### src/rtl/reg_spill_ctrl_if.sv
// ============================================================================
// reg_spill_ctrl_if : control, register-file and data-memory signals of the
//                     context save/restore sequencer (REG_SPILL_CHECKSUM_EN adds cks_err)
// Rev 1.0 - initial release
// ============================================================================
`default_nettype none

interface reg_spill_ctrl_if #(
    parameter int pw = 4,
    parameter int AW = 8
);
    logic          save_req;
    logic          restore_req;
    logic          busy;
    logic          done;
    logic [pw:0]   rf_opRegAddr;
    logic [7:0]    rf_opRegData;
    logic          rf_regWrite;
    logic          rf_regSet;
    logic [7:0]    rf_writeData;
    logic          mem_req;
    logic          mem_we;
    logic [AW-1:0] mem_addr;
    logic [7:0]    mem_wdata;
    logic          mem_ack;
    logic [7:0]    mem_rdata;
`ifdef REG_SPILL_CHECKSUM_EN
    logic          cks_err;
`endif

    modport master (
        input  save_req, restore_req, rf_opRegData, mem_ack, mem_rdata,
        output busy, done, rf_opRegAddr, rf_regWrite, rf_regSet, rf_writeData,
               mem_req, mem_we, mem_addr, mem_wdata
`ifdef REG_SPILL_CHECKSUM_EN
        , output cks_err
`endif
    );

    modport slave (
        output save_req, restore_req, rf_opRegData, mem_ack, mem_rdata,
        input  busy, done, rf_opRegAddr, rf_regWrite, rf_regSet, rf_writeData,
               mem_req, mem_we, mem_addr, mem_wdata
`ifdef REG_SPILL_CHECKSUM_EN
        , input cks_err
`endif
    );
endinterface

`default_nettype wire

### src/rtl/reg_spill_ctrl.sv
// ============================================================================
// reg_spill_ctrl : saves r0..r15 to data memory and restores them through the
//                  register file's regWrite/regSet paths. Option: REG_SPILL_CHECKSUM_EN
// Rev 1.0 - initial release
// ============================================================================
`default_nettype none

module reg_spill_ctrl #(
    parameter int            pw   = 4,
    parameter int            AW   = 8,
    parameter logic [AW-1:0] BASE = 8'hE0
) (
    input  wire logic          clk,
    input  wire logic          reset,
    reg_spill_ctrl_if.master   bus
);
    localparam int            N      = 2 ** pw;
    localparam logic [pw-1:0] c_LAST = {pw{1'b1}};

    localparam logic [2:0] c_IDLE = 3'd0;
    localparam logic [2:0] c_SAVE = 3'd1;
    localparam logic [2:0] c_RD   = 3'd2;
    localparam logic [2:0] c_LOAD = 3'd3;
    localparam logic [2:0] c_SET  = 3'd4;
    localparam logic [2:0] c_DONE = 3'd5;
`ifdef REG_SPILL_CHECKSUM_EN
    localparam logic [2:0] c_CKS  = 3'd6;
`endif

    logic [2:0]    r_state;
    logic [pw-1:0] r_index;
    logic [7:0]    r_hold;
`ifdef REG_SPILL_CHECKSUM_EN
    logic [7:0]    r_acc;
    logic [7:0]    r_stored;
    logic          r_dir;
    logic          r_cks_err;

    assign bus.cks_err = r_cks_err;
`endif

    always_ff @(posedge clk or negedge reset) begin
        if (!reset) begin
            r_state   <= c_IDLE;
            r_index   <= '0;
            r_hold    <= '0;
`ifdef REG_SPILL_CHECKSUM_EN
            r_acc     <= '0;
            r_stored  <= '0;
            r_dir     <= 1'b0;
            r_cks_err <= 1'b0;
`endif
        end else begin
            case (r_state)
                c_IDLE: begin
                    // save has priority; a simultaneous restore is dropped
                    if (bus.save_req) begin
                        r_state   <= c_SAVE;
                        r_index   <= '0;
`ifdef REG_SPILL_CHECKSUM_EN
                        r_acc     <= '0;
                        r_dir     <= 1'b1;
                        r_cks_err <= 1'b0;
`endif
                    end else if (bus.restore_req) begin
                        r_index   <= c_LAST;
`ifdef REG_SPILL_CHECKSUM_EN
                        r_state   <= c_CKS;
                        r_acc     <= '0;
                        r_dir     <= 1'b0;
                        r_cks_err <= 1'b0;
`else
                        r_state   <= c_RD;
`endif
                    end
                end
                c_SAVE: begin
                    if (bus.mem_ack) begin
`ifdef REG_SPILL_CHECKSUM_EN
                        r_acc <= r_acc ^ bus.rf_opRegData;
`endif
                        if (r_index == c_LAST) begin
`ifdef REG_SPILL_CHECKSUM_EN
                            r_state <= c_CKS;
`else
                            r_state <= c_DONE;
`endif
                        end else begin
                            r_index <= r_index + 1'b1;
                        end
                    end
                end
                c_RD: begin
                    if (bus.mem_ack) begin
                        r_hold  <= bus.mem_rdata;
`ifdef REG_SPILL_CHECKSUM_EN
                        r_acc   <= r_acc ^ bus.mem_rdata;
`endif
                        r_state <= c_LOAD;
                    end
                end
                c_LOAD: begin
                    if (r_index == '0) begin
                        r_state   <= c_DONE;
`ifdef REG_SPILL_CHECKSUM_EN
                        r_cks_err <= (r_acc != r_stored);
`endif
                    end else begin
                        r_state <= c_SET;
                    end
                end
                c_SET: begin
                    r_index <= r_index - 1'b1;
                    r_state <= c_RD;
                end
`ifdef REG_SPILL_CHECKSUM_EN
                c_CKS: begin
                    if (bus.mem_ack) begin
                        if (r_dir) begin
                            r_state <= c_DONE;
                        end else begin
                            r_stored <= bus.mem_rdata;
                            r_state  <= c_RD;
                        end
                    end
                end
`endif
                c_DONE:  r_state <= c_IDLE;
                default: r_state <= c_IDLE;
            endcase
        end
    end

    // Outputs are pure decodes of state, so reset forces them all to 0 at once
    always_comb begin
        bus.busy         = (r_state != c_IDLE);
        bus.done         = 1'b0;
        bus.rf_opRegAddr = '0;
        bus.rf_regWrite  = 1'b0;
        bus.rf_regSet    = 1'b0;
        bus.rf_writeData = '0;
        bus.mem_req      = 1'b0;
        bus.mem_we       = 1'b0;
        bus.mem_addr     = '0;
        bus.mem_wdata    = '0;
        case (r_state)
            c_SAVE: begin
                bus.rf_opRegAddr = {1'b0, r_index};
                bus.mem_req      = 1'b1;
                bus.mem_we       = 1'b1;
                bus.mem_addr     = BASE + AW'(r_index);
                bus.mem_wdata    = bus.rf_opRegData;
            end
            c_RD: begin
                bus.mem_req  = 1'b1;
                bus.mem_addr = BASE + AW'(r_index);
            end
            c_LOAD: begin
                bus.rf_regWrite  = 1'b1;
                bus.rf_writeData = r_hold;
            end
            c_SET: begin
                bus.rf_regSet    = 1'b1;
                bus.rf_opRegAddr = {1'b0, r_index};
            end
`ifdef REG_SPILL_CHECKSUM_EN
            c_CKS: begin
                bus.mem_req   = 1'b1;
                bus.mem_we    = r_dir;
                bus.mem_addr  = BASE + AW'(N);
                bus.mem_wdata = r_dir ? r_acc : 8'h00;
            end
`endif
            c_DONE:  bus.done = 1'b1;
            default: ;
        endcase
    end
endmodule

`default_nettype wire

### src/flat_wrapper.sv
// flat-port wrapper written by rule: the top's interface ports become plain ports
module reg_spill_ctrl_flat 
#(
    parameter int            pw   = 4,
    parameter int            AW   = 8,
    parameter logic [AW-1:0] BASE = 8'hE0
)
  (clk, reset, bus_save_req, bus_restore_req, bus_rf_opRegData, bus_mem_ack, bus_mem_rdata, bus_busy, bus_done, bus_rf_opRegAddr, bus_rf_regWrite, bus_rf_regSet, bus_rf_writeData, bus_mem_req, bus_mem_we, bus_mem_addr, bus_mem_wdata);
  reg_spill_ctrl_if #(.pw(pw), .AW(AW)) bus_i ();
  input  wire logic clk;
  input  wire logic reset;
  input wire logic [$bits(bus_i.save_req)-1:0] bus_save_req;
  input wire logic [$bits(bus_i.restore_req)-1:0] bus_restore_req;
  input wire logic [$bits(bus_i.rf_opRegData)-1:0] bus_rf_opRegData;
  input wire logic [$bits(bus_i.mem_ack)-1:0] bus_mem_ack;
  input wire logic [$bits(bus_i.mem_rdata)-1:0] bus_mem_rdata;
  output wire logic [$bits(bus_i.busy)-1:0] bus_busy;
  output wire logic [$bits(bus_i.done)-1:0] bus_done;
  output wire logic [$bits(bus_i.rf_opRegAddr)-1:0] bus_rf_opRegAddr;
  output wire logic [$bits(bus_i.rf_regWrite)-1:0] bus_rf_regWrite;
  output wire logic [$bits(bus_i.rf_regSet)-1:0] bus_rf_regSet;
  output wire logic [$bits(bus_i.rf_writeData)-1:0] bus_rf_writeData;
  output wire logic [$bits(bus_i.mem_req)-1:0] bus_mem_req;
  output wire logic [$bits(bus_i.mem_we)-1:0] bus_mem_we;
  output wire logic [$bits(bus_i.mem_addr)-1:0] bus_mem_addr;
  output wire logic [$bits(bus_i.mem_wdata)-1:0] bus_mem_wdata;
  assign bus_i.save_req = bus_save_req;
  assign bus_i.restore_req = bus_restore_req;
  assign bus_i.rf_opRegData = bus_rf_opRegData;
  assign bus_i.mem_ack = bus_mem_ack;
  assign bus_i.mem_rdata = bus_mem_rdata;
  assign bus_busy = bus_i.busy;
  assign bus_done = bus_i.done;
  assign bus_rf_opRegAddr = bus_i.rf_opRegAddr;
  assign bus_rf_regWrite = bus_i.rf_regWrite;
  assign bus_rf_regSet = bus_i.rf_regSet;
  assign bus_rf_writeData = bus_i.rf_writeData;
  assign bus_mem_req = bus_i.mem_req;
  assign bus_mem_we = bus_i.mem_we;
  assign bus_mem_addr = bus_i.mem_addr;
  assign bus_mem_wdata = bus_i.mem_wdata;
  reg_spill_ctrl #(.pw(pw), .AW(AW), .BASE(BASE)) u_core (.clk(clk), .reset(reset), .bus(bus_i));
endmodule
### config.mk
export PLATFORM = sky130hd
export DESIGN_NAME = reg_spill_ctrl_flat
export DESIGN_NICKNAME = d
export VERILOG_FILES = /design/src/rtl/reg_spill_ctrl_if.sv /design/src/rtl/reg_spill_ctrl.sv /design/src/flat_wrapper.sv
export SDC_FILE = /design/constraint.sdc
export NUM_CORES = 1
export LEC_CHECK = 0
export ABC_AREA = 1
export ABC_CLOCK_PERIOD_IN_PS = 3950
export CAP_MARGIN = 20
export CORE_ASPECT_RATIO = 1.75
export CORE_MARGIN = 3
export CORE_UTILIZATION = 42
export DETAILED_ROUTE_END_ITERATION = 16
export GPL_TIMING_DRIVEN = 0
export PLACE_DENSITY_LB_ADDON = 0.15
export SLEW_MARGIN = 10
export SYNTH_ARGS = -nofsm -noshare
export SYNTH_HDL_FRONTEND = slang
export SYNTH_SLANG_ARGS = --single-unit
### constraint.sdc
create_clock -name clk -period 3.95 [get_ports clk]
set_input_delay 0.5925 -clock clk [delete_from_list [all_inputs] [get_ports clk]]
set_output_delay 0.5925 -clock clk [all_outputs]
set_load 0.02 [all_outputs]
==> results.sh, run 1 <==
export IMPL_status="complete, no violations"
export IMPL_drc_errors=0
export IMPL_hold_viol=0
export IMPL_period_minus_slack_ns=2.60
export IMPL_initialDrtViolationCount=22
export IMPL_tns_ns=0
export IMPL_start_util=0.449
export IMPL_place_congestion=0.831
export IMPL_vias_per_cell=4.78
export IMPL_grt_remaining_overflow=0
export IMPL_synth_compound_area_frac=0.0826
export IMPL_hold_class="flip-flop to flip-flop"
export IMPL_grt_pass1_vias=1190
export IMPL_antenna_found_initial=0
export IMPL_clkLatencyLatePin_ns=0.24
export IMPL_synth_simple_area_share=0.386
export IMPL_dp_hpwl_mm=2.39
export IMPL_postCtsHoldBufs=0
export IMPL_fin_util=0.708
export IMPL_insertedDiodeCount=0
export IMPL_holdWs_ns=0.535
export IMPL_grtUsageTotal=0.188
export IMPL_grt_pass1_wl_mm=4.71
export IMPL_seqPwrFrac=0.205
export IMPL_synth_top_family_by_area="simple AND/OR/NAND/NOR gates"
export IMPL_peakVddDrop_uv=451
export IMPL_syn_cell_area_um2=1060
export IMPL_leakage_uw=0.000830
export IMPL_reg2reg_depth=11
export IMPL_regArea_um2=375
export IMPL_critPathBufInv=3
export IMPL_reg2reg_from="u_core.r_state[1]"
export IMPL_synthXorXnorAreaFrac=0.00826
export IMPL_holdPathStages=2
export IMPL_cts_buffer_depth=2
export IMPL_clock_skew_ns=0.00188
export IMPL_r2r_end="u_core.r_index[2]"
export IMPL_crit_type="flip-flop to output port"
export IMPL_relSlewSlack=0.558
export IMPL_cp_max_fo=8
export IMPL_final_area_um2=1670
export IMPL_internal_power_uw=712
export IMPL_crit_path_end_kind="output port"
export IMPL_io_pin_count=56
export IMPL_worstHoldStart="u_core.r_hold[2]"
export IMPL_net_switching_power_uw=671
export IMPL_path_delay_family="buffers and inverters"
export IMPL_reg2reg_slack_ns=2.14
export IMPL_cts_root_buf="clkbuf_8"
export IMPL_final_cell_mix="clkdlybuf4s50_1 (53), nand2_1 (41), nor2_1 (37)"
export IMPL_syn_avg_cell_area_um2=6.27
export IMPL_max_freq_mhz=385
export IMPL_cts_htree_levels=1
export IMPL_ant_nets=0
export IMPL_cts_resized=0
export IMPL_rows=23
export IMPL_synth_edf_count=0
export IMPL_final_layout_size_suffix_gt1_frac=0.0969
export IMPL_cts_sinks=15
export IMPL_fp_coreArea_um2=2360
export IMPL_p_clk_frac=0.087
export IMPL_powerDensity_nw_per_um2=828
export IMPL_numCtsBuffers=3
export IMPL_cpMaxStageDelayCell="clkdlybuf4s50_1"
export IMPL_vias=1205
export IMPL_drt_wl_total_mm=2.78
export IMPL_routedWlPerCell_um=11.0
export IMPL_min_to="u_core.r_hold[2]"
export IMPL_async_flop_share=1.00
export IMPL_synth_main_ff_cell="dfrtp_1"
export IMPL_fillers=218
export IMPL_slowest_delay_ns=0.63
export IMPL_start_kind="flip-flop"
export IMPL_arrival_ns=2.01
export IMPL_pwr_share_comb=0.708
export IMPL_yosysSeqAreaShare=0.354
export IMPL_ys_warnings_count=0
export IMPL_synth_seq_cells=15
export IMPL_dpl_instance_area_um2=1630
export IMPL_fin_nets=250
export IMPL_die_height_um=72.5
export IMPL_multi_input_area_um2=526
export IMPL_tightest_slew_ns=0.660
export IMPL_p_sw_frac=0.485
export IMPL_grt_max_degree=16
export IMPL_setup_viol=0
export IMPL_rsz0062_at_grt="false"
export IMPL_syn_inst=169
export IMPL_finalCritPeriodShare=0.658
export IMPL_drv_slew=0
export IMPL_fp_dieW_um=44.0
export IMPL_port_buffers=53
export IMPL_cp_cell_sequence="inv_2 > nand2_2 > nor2_1 > inv_1 > nor2_1 > clkdlybuf4s50_1"
export IMPL_layout_commonest_cell="clkdlybuf4s50_1"
export IMPL_synth_fa_ha_area_frac=0.0118
export IMPL_drv_cap=0
export IMPL_required_ns=3.36
export IMPL_yosys_mux_area_fraction=0
export IMPL_die_area_um2=3190
export IMPL_area_delta_synth_final_pct=57.6
export IMPL_yosysUniqueCellTypes=19
export IMPL_clk_pin_slew_worst_paths_ns=0.06
export IMPL_first_pass_iters=6
export IMPL_cts_setup_buffers=0
export IMPL_cts_tree="built"
export IMPL_crit_top_cell="nor2_1"
-- registers in the layout (all words and copies together) (netlist names) --
signal	count
u_core.r_hold	8
u_core.r_index	4
u_core.r_state	3
-- power by group through the flow --
stage               logic (µW)  registers, µW  clock network [µW]
floorplan                  619            273                   0
detailed placement         985            285                   0
global route              1090            293                 129
CTS                        988            283                 123
finish                     979            283                 120
global placement           962            281                   0
-- metal layers --
metal  global-route usage  part of all wire
met2                0.378              0.56
met3               0.0273             0.080
met4               0.0772             0.017
met1                0.175              0.35
met5                    0                 0
-- cell usage after synthesis (2+ instances only) --
library cell / count / area share
nand2_1: 41 / 0.15
nor2_1: 37 / 0.13
inv_1: 29 / 0.10
dfrtp_1: 15 / 0.35
o21ai_0: 11 / 0.052
nand3_1: 6 / 0.028
a21oi_1: 5 / 0.024
buf_4: 5 / 0.035
nand2_2: 5 / 0.030
inv_2: 3 / 0.011
nor2_2: 3 / 0.018
nand3b_1: 2 / 0.014
-- cell type report --
class                   count  share of cell area
repair buffers             53               0.318
multi-input cells         117               0.315
flip-flops and latches     15               0.225
inverters                  32              0.0719
clock buffers               4              0.0270
plain buffers               6              0.0255
well taps                  25              0.0187
-- worst max path at each step --
stage / from / to / slack (ns) / cells past startpoint
finish: u_core.r_state[2] / bus_rf_writeData[7] / 1.35 / 6
global route: u_core.r_state[0] / bus_mem_addr[1] / 1.17 / 7
CTS: u_core.r_state[2] / bus_rf_writeData[7] / 1.32 / 6
detailed placement: bus_rf_opRegData[3] / bus_mem_wdata[3] / 1.56 / 4
floorplan: u_core.r_state[2] / bus_rf_writeData[0] / 1.88 / 5
global placement: bus_rf_opRegData[3] / bus_mem_wdata[3] / 1.58 / 4
-- metrics by stage --
step	setup slack (ns)	std cells	power [µW]
after floorplan	1.88	170	892
after global placement	1.58	248	1240
after detailed placement	1.56	248	1270
after CTS	1.32	252	1390
after global routing	1.17	252	1510
final	1.35	252	1380
-- logic make-up (layout without fill, tap and decap cells) --
logic type | Yosys count | in the layout
AO/OA/AOI/OAI | 17 | 17
adder cells (fa/ha/maj) | 1 | 1
other | 1 | 2
buffers and inverters | 38 | 95
flip-flops | 15 | 15
AND/OR/NAND/NOR | 96 | 96
XOR/XNOR | 1 | 1
-- worst reg2reg max path, delay by kind of cell, from the launching register on --
| kind | cells | cell delay [ns] |
|---|---|---|
| adder cells (fa/ha/maj) | 1 | 0.20 |
| AND/OR/NAND/NOR | 7 | 0.69 |
| AO/OA/AOI/OAI | 1 | 0.17 |
| buffers and inverters | 1 | 0.08 |
| XOR/XNOR | 1 | 0.19 |
| flip-flops | 1 | 0.43 |
No activity file was read; power rests on OpenSTA's default activity.
==> run 2, diff against run 1 <==
ABC_CLOCK_PERIOD_IN_PS = 2200   (was 3950)
CORE_UTILIZATION = 35   (was 42)
clock period = 2.2 ns   (was 3.95 ns; I/O delays follow)
==> run 2 against run 1 <==
  * Utilization is 11 points lower
  * Critical endpoint is now bus_mem_req
  * Via count is 2.3% lower
  * Die area is 18% higher
  * First-iteration DRC count is 77% lower
  * Clock skew hardly changed
  * Largest power group unchanged
  * Critical path depth is 1 lower
  * Register-to-register slack worse by 1.7 ns
==> results.sh, run 2 (synthesis results as in run 1) <==
export IMPL_status="complete, no violations"
export IMPL_rows=25
export IMPL_cts_setup_buffers=0
export IMPL_reg2reg_depth=11
export IMPL_relSlewSlack=0.566
export IMPL_fp_coreArea_um2=2780
export IMPL_place_congestion=0.827
export IMPL_worst_slack_ns=0.106
export IMPL_postCtsHoldBufs=0
export IMPL_grt_pass1_vias=1118
export IMPL_vias_per_cell=4.63
export IMPL_first_pass_iters=2
export IMPL_powerDensity_nw_per_um2=1430
export IMPL_cts_htree_levels=1
export IMPL_rsz0062_at_grt="false"
export IMPL_largest_register_ffs=8
export IMPL_drt_wl_total_mm=2.71
export IMPL_max_freq_mhz=478
export IMPL_fin_util=0.599
export IMPL_drv_cap=0
export IMPL_insertedDiodeCount=0
export IMPL_place_ws_ns=0.0566
export IMPL_drc_errors=0
export IMPL_arrival_ns=1.76
export IMPL_port_buffers=53
export IMPL_hold_viol=0
export IMPL_die_height_um=78.8
export IMPL_crit_type="flip-flop to output port"
export IMPL_die_area_um2=3750
export IMPL_cp_max_fo=10
export IMPL_peakVddDrop_uv=719
export IMPL_routedWlPerCell_um=10.7
export IMPL_fin_nets=250
export IMPL_clk_pin_slew_worst_paths_ns=0.06
export IMPL_holdWs_ns=0.490
export IMPL_reg2reg_from="u_core.r_state[1]"
export IMPL_vias=1177
export IMPL_cts_sinks=15
export IMPL_cts_tree="built"
export IMPL_setup_viol=0
export IMPL_layout_commonest_cell="nand2_1"
export IMPL_final_area_um2=1670
export IMPL_clkLatencyLatePin_ns=0.24
export IMPL_r2r_end="u_core.r_index[2]"
export IMPL_leakage_uw=0.000938
export IMPL_fp_dieW_um=47.6
export IMPL_dp_hpwl_mm=2.35
export IMPL_cts_buffer_depth=2
export IMPL_drv_slew=0
export IMPL_initialDrtViolationCount=5
export IMPL_grtUsageTotal=0.156
export IMPL_grt_max_degree=16
export IMPL_antenna_found_initial=0
export IMPL_cts_root_buf="clkbuf_8"
export IMPL_largest_register="u_core.r_hold"
export IMPL_numCtsBuffers=3
export IMPL_start_kind="flip-flop"
export IMPL_required_ns=1.87
export IMPL_tns_ns=0
export IMPL_area_delta_synth_final_pct=57.4
export IMPL_period_minus_slack_ns=2.09
export IMPL_grt_remaining_overflow=0
export IMPL_tightest_slew_ns=0.650
export IMPL_finalCritPeriodShare=0.952
export IMPL_crit_path_end_kind="output port"
export IMPL_final_layout_size_suffix_gt1_frac=0.101
export IMPL_reg_top3="u_core.r_hold (8), u_core.r_index (4), u_core.r_state (3)"
export IMPL_start_util=0.381
export IMPL_reg2reg_slack_ns=0.40
export IMPL_io_pin_count=56
export IMPL_hold_class="primary input to async pin"
export IMPL_final_cell_mix="nand2_1 (41), nor2_1 (36), clkdlybuf4s50_1 (34)"
export IMPL_clock_skew_ns=0.00193
export IMPL_grt_pass1_wl_mm=4.40
export IMPL_ant_nets=0
export IMPL_dpl_instance_area_um2=1630
## run 2: cell types whose count changed in the layout (fill, tap and decap cells not counted)
cell,before,now
clkdlybuf4s50_1,53,34
dlygate4sd2_1,0,16
dlymetal6s2s_1,0,3
nand2_2,5,4
nand2_4,0,1
nor2_1,37,36
nor2_2,3,4
## run 2: how the worst max path moves through the flow
stage	startpoint	to	slack (ns)	depth (start not counted)
after global placement	u_core.r_state[2]	bus_rf_writeData[6]	0.08	6
after floorplan	u_core.r_state[2]	bus_rf_writeData[0]	0.40	5
after CTS	u_core.r_state[1]	bus_rf_opRegAddr[3]	0.07	6
after detailed placement	u_core.r_state[2]	bus_rf_writeData[7]	0.06	6
final	u_core.r_state[0]	bus_mem_req	0.11	5
after global routing	u_core.r_state[2]	bus_rf_writeData[7]	0.002	6
## run 2: timing repair
item	4_1_cts	5_1_grt
setup endpoints to repair	15	3
resized for setup	18	3
endpoints found under the hold margin	0	0
## run 2: metal layers
layer	track usage	wire, µm
met5	0	0
met4	0.0647	39
met1	0.143	991
met2	0.304	1440
met3	0.0227	235
## run 2: final cells by class
| class | count | area (µm²) |
|---|---|---|
| timing repair buffer | 53 | 518 |
| fill | 279 | 1120 |
| buffer | 6 | 42.5 |
| tap | 27 | 33.8 |
| multi-input combinational | 117 | 533 |
| sequential | 15 | 375 |
| clock buffer | 4 | 45.0 |
| inverter | 32 | 120 |
## run 2: per-stage QoR
stage               cells  power (µW)
finish                254        2390
global route          254        2630
CTS                   254        2440
detailed placement    250        2280
global placement      250        2240
floorplan             170        1600
## run 2: worst max-delay path, cell delays in order, from the launching register on
cell and delay [ns]:
dfrtp_1 0.41, inv_2 0.08, nor2_2 0.11, nand2_2 0.16, nand2_4 0.15, clkdlybuf4s50_1 0.62
## run 2: report_power, final
part	leakage, µW	switching, µW	internal (µW)
sequential	0.000182	91.4	415
clock	0.0000228	87.1	128
combinational	0.000733	1020	657
total	0.000938	1190	1200
==> run 3, diff against run 2 <==
CTS_CLUSTER_SIZE = 28   (was default)
==> results of run 3 <==
No change in the layout: final DEF, timing and power equal those of run 2.
